$ cat src/rtl/gray_stream_encoder.sv
// Streaming binary-to-Gray encoder with a two-entry skid buffer and an internal Gray
// sequence generator. Each output word carries an adjacency flag that compares it with
// the previously transferred word, and a wrap flag marking the last generated code.
module gray_stream_encoder #(
  parameter int unsigned WIDTH = 3
) (
  input  logic             clk,
  input  logic             rst_n,
  input  logic             gen_mode,
  input  logic             in_valid,
  output logic             in_ready,
  input  logic [WIDTH-1:0] in_bin,
  output logic             out_valid,
  input  logic             out_ready,
  output logic [WIDTH-1:0] out_gray,
  output logic             out_adj,
  output logic             out_wrap
);

  localparam logic [WIDTH-1:0] One = {{(WIDTH-1){1'b0}}, 1'b1};

  // Effective mode; only follows gen_mode while the skid entry is empty
  logic             mode_q;
  logic [WIDTH-1:0] gen_cnt_q;

  // Main output register
  logic             main_valid_q;
  logic [WIDTH-1:0] main_gray_q;
  logic             main_adj_q;
  logic             main_wrap_q;

  // Skid register
  logic             skid_valid_q;
  logic [WIDTH-1:0] skid_gray_q;
  logic             skid_wrap_q;

  // Last transferred output word
  logic             hist_valid_q;
  logic [WIDTH-1:0] last_gray_q;

  logic             src_valid;
  logic [WIDTH-1:0] src_bin;
  logic [WIDTH-1:0] new_gray;
  logic             new_wrap;
  logic             accept;
  logic             out_xfer;
  logic             load_main;
  logic             load_skid;
  logic             hist_valid_nxt;
  logic [WIDTH-1:0] hist_gray_nxt;
  logic [WIDTH-1:0] main_gray_d;
  logic             main_wrap_d;
  logic [WIDTH-1:0] diff;
  logic             main_adj_d;

  // Source selection, handshake decode and next main-register contents
  always_comb begin
    src_valid = mode_q | in_valid;
    src_bin   = mode_q ? gen_cnt_q : in_bin;
    new_gray  = src_bin ^ (src_bin >> 1);
    new_wrap  = mode_q & (&src_bin);
    accept    = src_valid & ~skid_valid_q;
    out_xfer  = main_valid_q & out_ready;

    // A skid entry refills main on transfer; otherwise a new word loads when main frees up
    load_main = skid_valid_q ? out_xfer : (accept & (~main_valid_q | out_xfer));
    load_skid = accept & main_valid_q & ~out_xfer;

    main_gray_d = skid_valid_q ? skid_gray_q : new_gray;
    main_wrap_d = skid_valid_q ? skid_wrap_q : new_wrap;

    // Adjacency is judged against the history as it stands once this cycle's transfer lands
    hist_valid_nxt = hist_valid_q | out_xfer;
    hist_gray_nxt  = out_xfer ? main_gray_q : last_gray_q;
    diff           = main_gray_d ^ hist_gray_nxt;
    main_adj_d     = hist_valid_nxt & (diff != '0) & ((diff & (diff - One)) == '0);
  end

  // Main output register
  always_ff @(posedge clk or negedge rst_n) begin
    if (!rst_n) begin
      main_valid_q <= 1'b0;
      main_gray_q  <= '0;
      main_adj_q   <= 1'b0;
      main_wrap_q  <= 1'b0;
    end else if (load_main) begin
      main_valid_q <= 1'b1;
      main_gray_q  <= main_gray_d;
      main_adj_q   <= main_adj_d;
      main_wrap_q  <= main_wrap_d;
    end else if (out_xfer) begin
      main_valid_q <= 1'b0;
    end
  end

  // Skid register: catches a word accepted while main is stalled
  always_ff @(posedge clk or negedge rst_n) begin
    if (!rst_n) begin
      skid_valid_q <= 1'b0;
      skid_gray_q  <= '0;
      skid_wrap_q  <= 1'b0;
    end else if (load_skid) begin
      skid_valid_q <= 1'b1;
      skid_gray_q  <= new_gray;
      skid_wrap_q  <= new_wrap;
    end else if (skid_valid_q && out_xfer) begin
      skid_valid_q <= 1'b0;
    end
  end

  // History of the last transferred word
  always_ff @(posedge clk or negedge rst_n) begin
    if (!rst_n) begin
      hist_valid_q <= 1'b0;
      last_gray_q  <= '0;
    end else if (out_xfer) begin
      hist_valid_q <= 1'b1;
      last_gray_q  <= main_gray_q;
    end
  end

  // Generator count and mode tracking
  always_ff @(posedge clk or negedge rst_n) begin
    if (!rst_n) begin
      gen_cnt_q <= '0;
      mode_q    <= 1'b0;
    end else begin
      if (accept && mode_q) begin
        gen_cnt_q <= gen_cnt_q + One;
      end
      if (!skid_valid_q) begin
        mode_q <= gen_mode;
      end
    end
  end

  // Outputs are all register-driven
  always_comb begin
    in_ready  = ~skid_valid_q & ~mode_q;
    out_valid = main_valid_q;
    out_gray  = main_gray_q;
    out_adj   = main_adj_q;
    out_wrap  = main_wrap_q;
  end

endmodule

$ cat config.mk
export PLATFORM = sky130hd
export DESIGN_NAME = gray_stream_encoder
export DESIGN_NICKNAME = d
export VERILOG_FILES = /design/src/rtl/gray_stream_encoder.sv
export SDC_FILE = /design/constraint.sdc
export NUM_CORES = 1
export LEC_CHECK = 0
export BUFFER_PORTS_ARGS = -buffer_cell sky130_fd_sc_hd__buf_2
export CORE_UTILIZATION = 58
export DETAILED_ROUTE_END_ITERATION = 16
export PLACE_DENSITY = 0.87
export SLEW_MARGIN = 30
export SYNTH_ARGS = -nofsm -noshare
export SYNTH_HDL_FRONTEND = slang
export SYNTH_SLANG_ARGS = --single-unit
$ cat constraint.sdc
create_clock -name clk -period 3.9 [get_ports clk]
set_input_delay 1.17 -clock clk [delete_from_list [all_inputs] [get_ports clk]]
set_output_delay 1.17 -clock clk [all_outputs]
set_load 0.03 [all_outputs]
Word level (Yosys, flattened, before mapping). Cells that the tools add are included.

$add $sub $neg: 2. Multiplexer cells: 9. Bitwise logic cells: 19. Reduce and logical (&&, ||, !) cells: 7.

Operators by type and width (count): 1-bit bitwise AND (9); 3-bit 2-to-1 mux (3); 1-bit 2-to-1 mux (6); 1-bit NOT (4); 2-bit nonzero test (2); 3-bit by 1-bit adder with 3-bit output, second input constant (1); 3-bit bitwise AND (1); 3-bit zero test (1); 1-bit bitwise OR (3); 3-bit AND reduction (1); 3-bit nonzero test (1); 3-bit by 1-bit subtractor with 3-bit output, second input constant (1); 3-bit by 2-bit XOR with 3-bit output (1); 3-bit XOR (1); 1-bit logical AND (2).

Register bits after elaboration: 19. Input port bits: 8. Logic and storage cells: 48.

Longest topological paths before layout.
Depth in word-level cells: 8. Gate-level depth with buffers: 7. Mapped depth without buffers: 6.

Worst setup path after synthesis. Ideal clock, no wire load.

Path kind: input -> register. Start point: input in_bin[1]. End point: register main_adj_q, in the netlist out_adj. Arrival: 2267 ps. Setup slack: 1506 ps. Cell stages on the path: 6. Path buffers: 0. Cell sequence: mux2_2 ha_1 mux2i_1 xnor2_1 a41oi_1 nand3_1.

Word-level cells in the longest chain between the ends: 8. Elaborated cells on any way between the ends: 10.

RTL lines: start, declared (line 12) `input logic [WIDTH-1:0] in_bin,`; 3-bit 2-to-1 mux * (line 59) `src_bin = mode_q ? gen_cnt_q : in_bin;`; 3-bit by 2-bit XOR with 3-bit output * (line 60) `new_gray = src_bin ^ (src_bin >> 1);`; named net new_gray[0] (line 43) `logic [WIDTH-1:0] new_gray;`; 3-bit 2-to-1 mux * (line 69) `main_gray_d = skid_valid_q ? skid_gray_q : new_gray;`; 3-bit XOR * (line 75) `diff = main_gray_d ^ hist_gray_nxt;`; 3-bit by 1-bit subtractor with 3-bit output (line 76) `main_adj_d = hist_valid_nxt & (diff != '0) & ((diff & (diff - One)) == '0);`; 3-bit bitwise AND (line 76); 3-bit zero test (line 76); 1-bit bitwise AND * (line 76); end signal, assigned (line 89) `main_adj_q <= main_adj_d;`; end, declared (line 29) `logic main_adj_q;`.

The timed path passes the listed nets; every way through them passes the cells marked *. A chain may end at the register's enable or synchronous reset.

Final worst setup path.
Start point: register skid_valid_q. End point: output in_ready.

Word-level cells in the longest chain between the ends: 2.

RTL lines: start, declared (line 33) `logic skid_valid_q;`; start signal, assigned (line 99) `skid_valid_q <= 1'b0;`; start signal, assigned (line 103) `skid_valid_q <= 1'b1;`; start signal, assigned (line 107) `skid_valid_q <= 1'b0;`; 1-bit NOT (line 139) `in_ready = ~skid_valid_q & ~mode_q;`; 1-bit bitwise AND (line 139); end, declared (line 11) `output logic in_ready,`.

No other way between the ends.

==> flow_metrics.py <==
metrics = {
    "status": {
        "status": "completed",
    },
    "routing": {
        "via_per_inst": 5.66,
        "ant_nets": 0,
        "wl_per_cell_um": 13.1,
        "num_vias": 657,
        "drt_iter0_drc": 8,
        "detail_route.first_pass.iterations": 4,
        "wl_um": 1520,
        "drc": 0,
    },
    "critical_path": {
        "required_ns": 2.73,
        "r2r_setup_slack_ns": 1.93,
        "timing.rr.end": "out_adj",
        "rr_worst_depth": 6,
        "arrival_ns": 1.20,
        "cp_max_fo": 12,
        "cp-end-kind": "output pin",
        "crit_path_start_kind": "register",
        "reg2reg_from": "mode_q",
        "crit_type": "register to output pin",
    },
    "global_routing": {
        "grt_overflow_total": 0,
        "grt_max_degree": 20,
        "antenna_found_initial": 0,
        "grt_pass1_vias": 668,
        "groute.usage.overall_pct": 19.5,
        "grt_pass1_wl_um": 2690,
    },
    "die": {
        "fp.dieW_um": 42.8,
        "coreArea_um2": 1520,
        "die_y_um": 42.8,
        "die_area_um2": 1830,
        "initial_core_util_pct": 63.2,
        "pin_count": 15,
        "rows": 14,
    },
    "yosys": {
        "syn_avg_cell_area_um2": 11.3,
        "yosysTopAreaCell": "dfrtp_1",
        "netlist_area_um2": 963,
        "synth_top_area_share_pct": 49.4,
        "ys_seq_elements": 19,
        "yosys_warnings": 0,
        "yosys-top-cells-area": "dfrtp_1 49%, mux2i_1 7.3%, mux2_2 7.0%",
        "syn_nets": 95,
        "yosysSeqAreaShare_pct": 49.4,
        "synth_cell_types": 27,
        "synthCells": 85,
    },
    "finish": {
        "layout_commonest_cell": "dfrtp_1",
        "drive_above_1_share_pct": 27.0,
        "final_cells": 116,
        "fill_cells": 122,
        "antennaDiodeCount": 0,
        "syn2layout_area_growth_pct": 9.87,
        "multi_input_area_um2": 439,
        "fin_area_um2": 1060,
        "nNetsFinal": 111,
        "seq_area_um2": 475,
        "final_util_pct": 69.5,
        "final_cell_mix": "19 x dfrtp_1, 14 x buf_2, 7 x mux2i_1, 7 x inv_1, 6 x mux2_2",
    },
    "sta": {
        "period_minus_slack_ns": 2.37,
        "worstMarginPinSlew_ns": 0.511,
        "rsz0062_at_grt": "no",
        "final-hold-violation-count": 0,
        "final.setup.worst_slack_ns": 1.53,
        "hold_ws_ns": 0.470,
        "fin_crit_sh_pct": 60.7,
        "fmax_ghz": 0.422,
        "setup_viol_count_final": 0,
        "final.setup.tns_ns": 0,
        "slew_viol_final": 0,
        "max-slew-margin-rel_pct": 65.9,
        "fin_skew_ns": 0.000585,
    },
    "cts": {
        "clk_latency_ns": 0.30,
        "cts.hold.buffers_added": 0,
        "cts_num_sinks": 19,
        "cts_setup_buffers": 0,
        "cts-resized-gates": 0,
        "htree_levels": 1,
        "cts_tree": "done",
        "clk_pin_slew_ns": 0.10,
        "cts_buffers": 3,
        "clock-root-buffer": "clkbuf_4",
        "clockBufferDepth": 2,
    },
    "power": {
        "sequentialPowerShare_pct": 37.7,
        "p_total_mw": 0.988,
        "powerDensity_nw_per_um2": 933,
        "comb_power_share_pct": 52.2,
        "p_sw_mw": 0.427,
        "power_frac_clock_pct": 10.0,
        "p_int_mw": 0.561,
        "switching_share_pct": 43.2,
        "peakVddDrop_mv": 0.482,
        "p_leak_nw": 0.502,
    },
    "hold_path": {
        "min_delay_worst_endpoint": "hist_valid_q",
        "min_path_type": "register to register",
        "min_from": "hist_valid_q",
        "holdPathStages": 1,
    },
    "placement": {
        "place_area_um2": 1030,
        "io_buffers": 14,
        "gp_routability_congestion": 0.789,
        "place_hpwl_um": 1160,
        "place_inst": 112,
        "pre_cts_ws_ns": 1.31,
    },
    "flow_run": {
        "cap_violations": 0,
    },
}
## power by group through the flow
| stage | sequential, mW | combinational (mW) | clock [mW] |
|---|---|---|---|
| after floorplan | 0.401 | 0.396 | 0 |
| after global placement | 0.370 | 0.502 | 0 |
| after detailed placement | 0.379 | 0.518 | 0 |
| after CTS | 0.374 | 0.520 | 0.101 |
| after global routing | 0.388 | 0.572 | 0.111 |
| final | 0.373 | 0.516 | 0.0989 |
## logic make-up (layout without fill, tap and decap cells)
family                   Yosys count  count (layout)  share of synthesized area (%)
XOR/XNOR                           8               8                           7.27
AND/OR/NAND/NOR                   21              21                           12.1
buffers and inverters             10              25                           5.07
flip-flops                        19              19                           49.4
AO/OA/AOI/OAI                     10              10                           7.01
adder cells (fa/ha/maj)            2               2                           2.60
multiplexers                      15              15                           16.6
## registers in the layout (all words and copies together), names as in the netlist
name / count
gen_cnt_q: 3
hist_valid_q: 1
last_gray_q: 3
mode_q: 1
out_adj: 1
out_gray: 3
out_valid: 1
out_wrap: 1
skid_gray_q: 3
skid_valid_q: 1
skid_wrap_q: 1
## cell usage after synthesis (all sizes together)
master / instances
dfrtp: 19
mux2: 8
inv: 7
mux2i: 7
nand2: 5
xnor2: 5
a21oi: 4
nor2: 4
nand3: 3
nor2b: 3
xor2: 3
buf: 2
ha: 2
nand2b: 2
nand4b: 2
o21ai: 2
a21o: 1
a222oi: 1
a41oi: 1
and2: 1
and2b: 1
clkbuf: 1
o21bai: 1
## worst max-delay path: stages, from the launching register on
cell and delay [ns]:
dfrtp_1 0.53, nor2_2 0.16, buf_2 0.21
## how the worst max path moves through the flow
stage	slack [ns]	endpoint	start	cells past startpoint
after global routing	1.45	in_ready	skid_valid_q	2
after detailed placement	1.31	out_adj	in_bin[1]	7
after global placement	1.35	out_adj	in_bin[1]	7
final	1.53	in_ready	skid_valid_q	2
after CTS	1.53	in_ready	skid_valid_q	2
after floorplan	1.51	out_adj	in_bin[1]	6
## routing by layer
layer,part of all wire [%],track usage (%),up-vias
met3,4.0,3.40,2
met4,1.4,8.13,0
li1,-,-,322
met1,45,23.4,315
met5,0,0,-
met2,49,34.2,18
## area by class of cell
type / count / area share, %
Timing Repair Buffer: 14 / 6.62
Tap cell: 16 / 1.89
Clock buffer: 3 / 2.13
Sequential cell: 19 / 44.9
Clock inverter: 1 / 0.473
Inverter: 7 / 2.48
Multi-Input combinational cell: 56 / 41.5
Power figures use the tool's default switching activity.
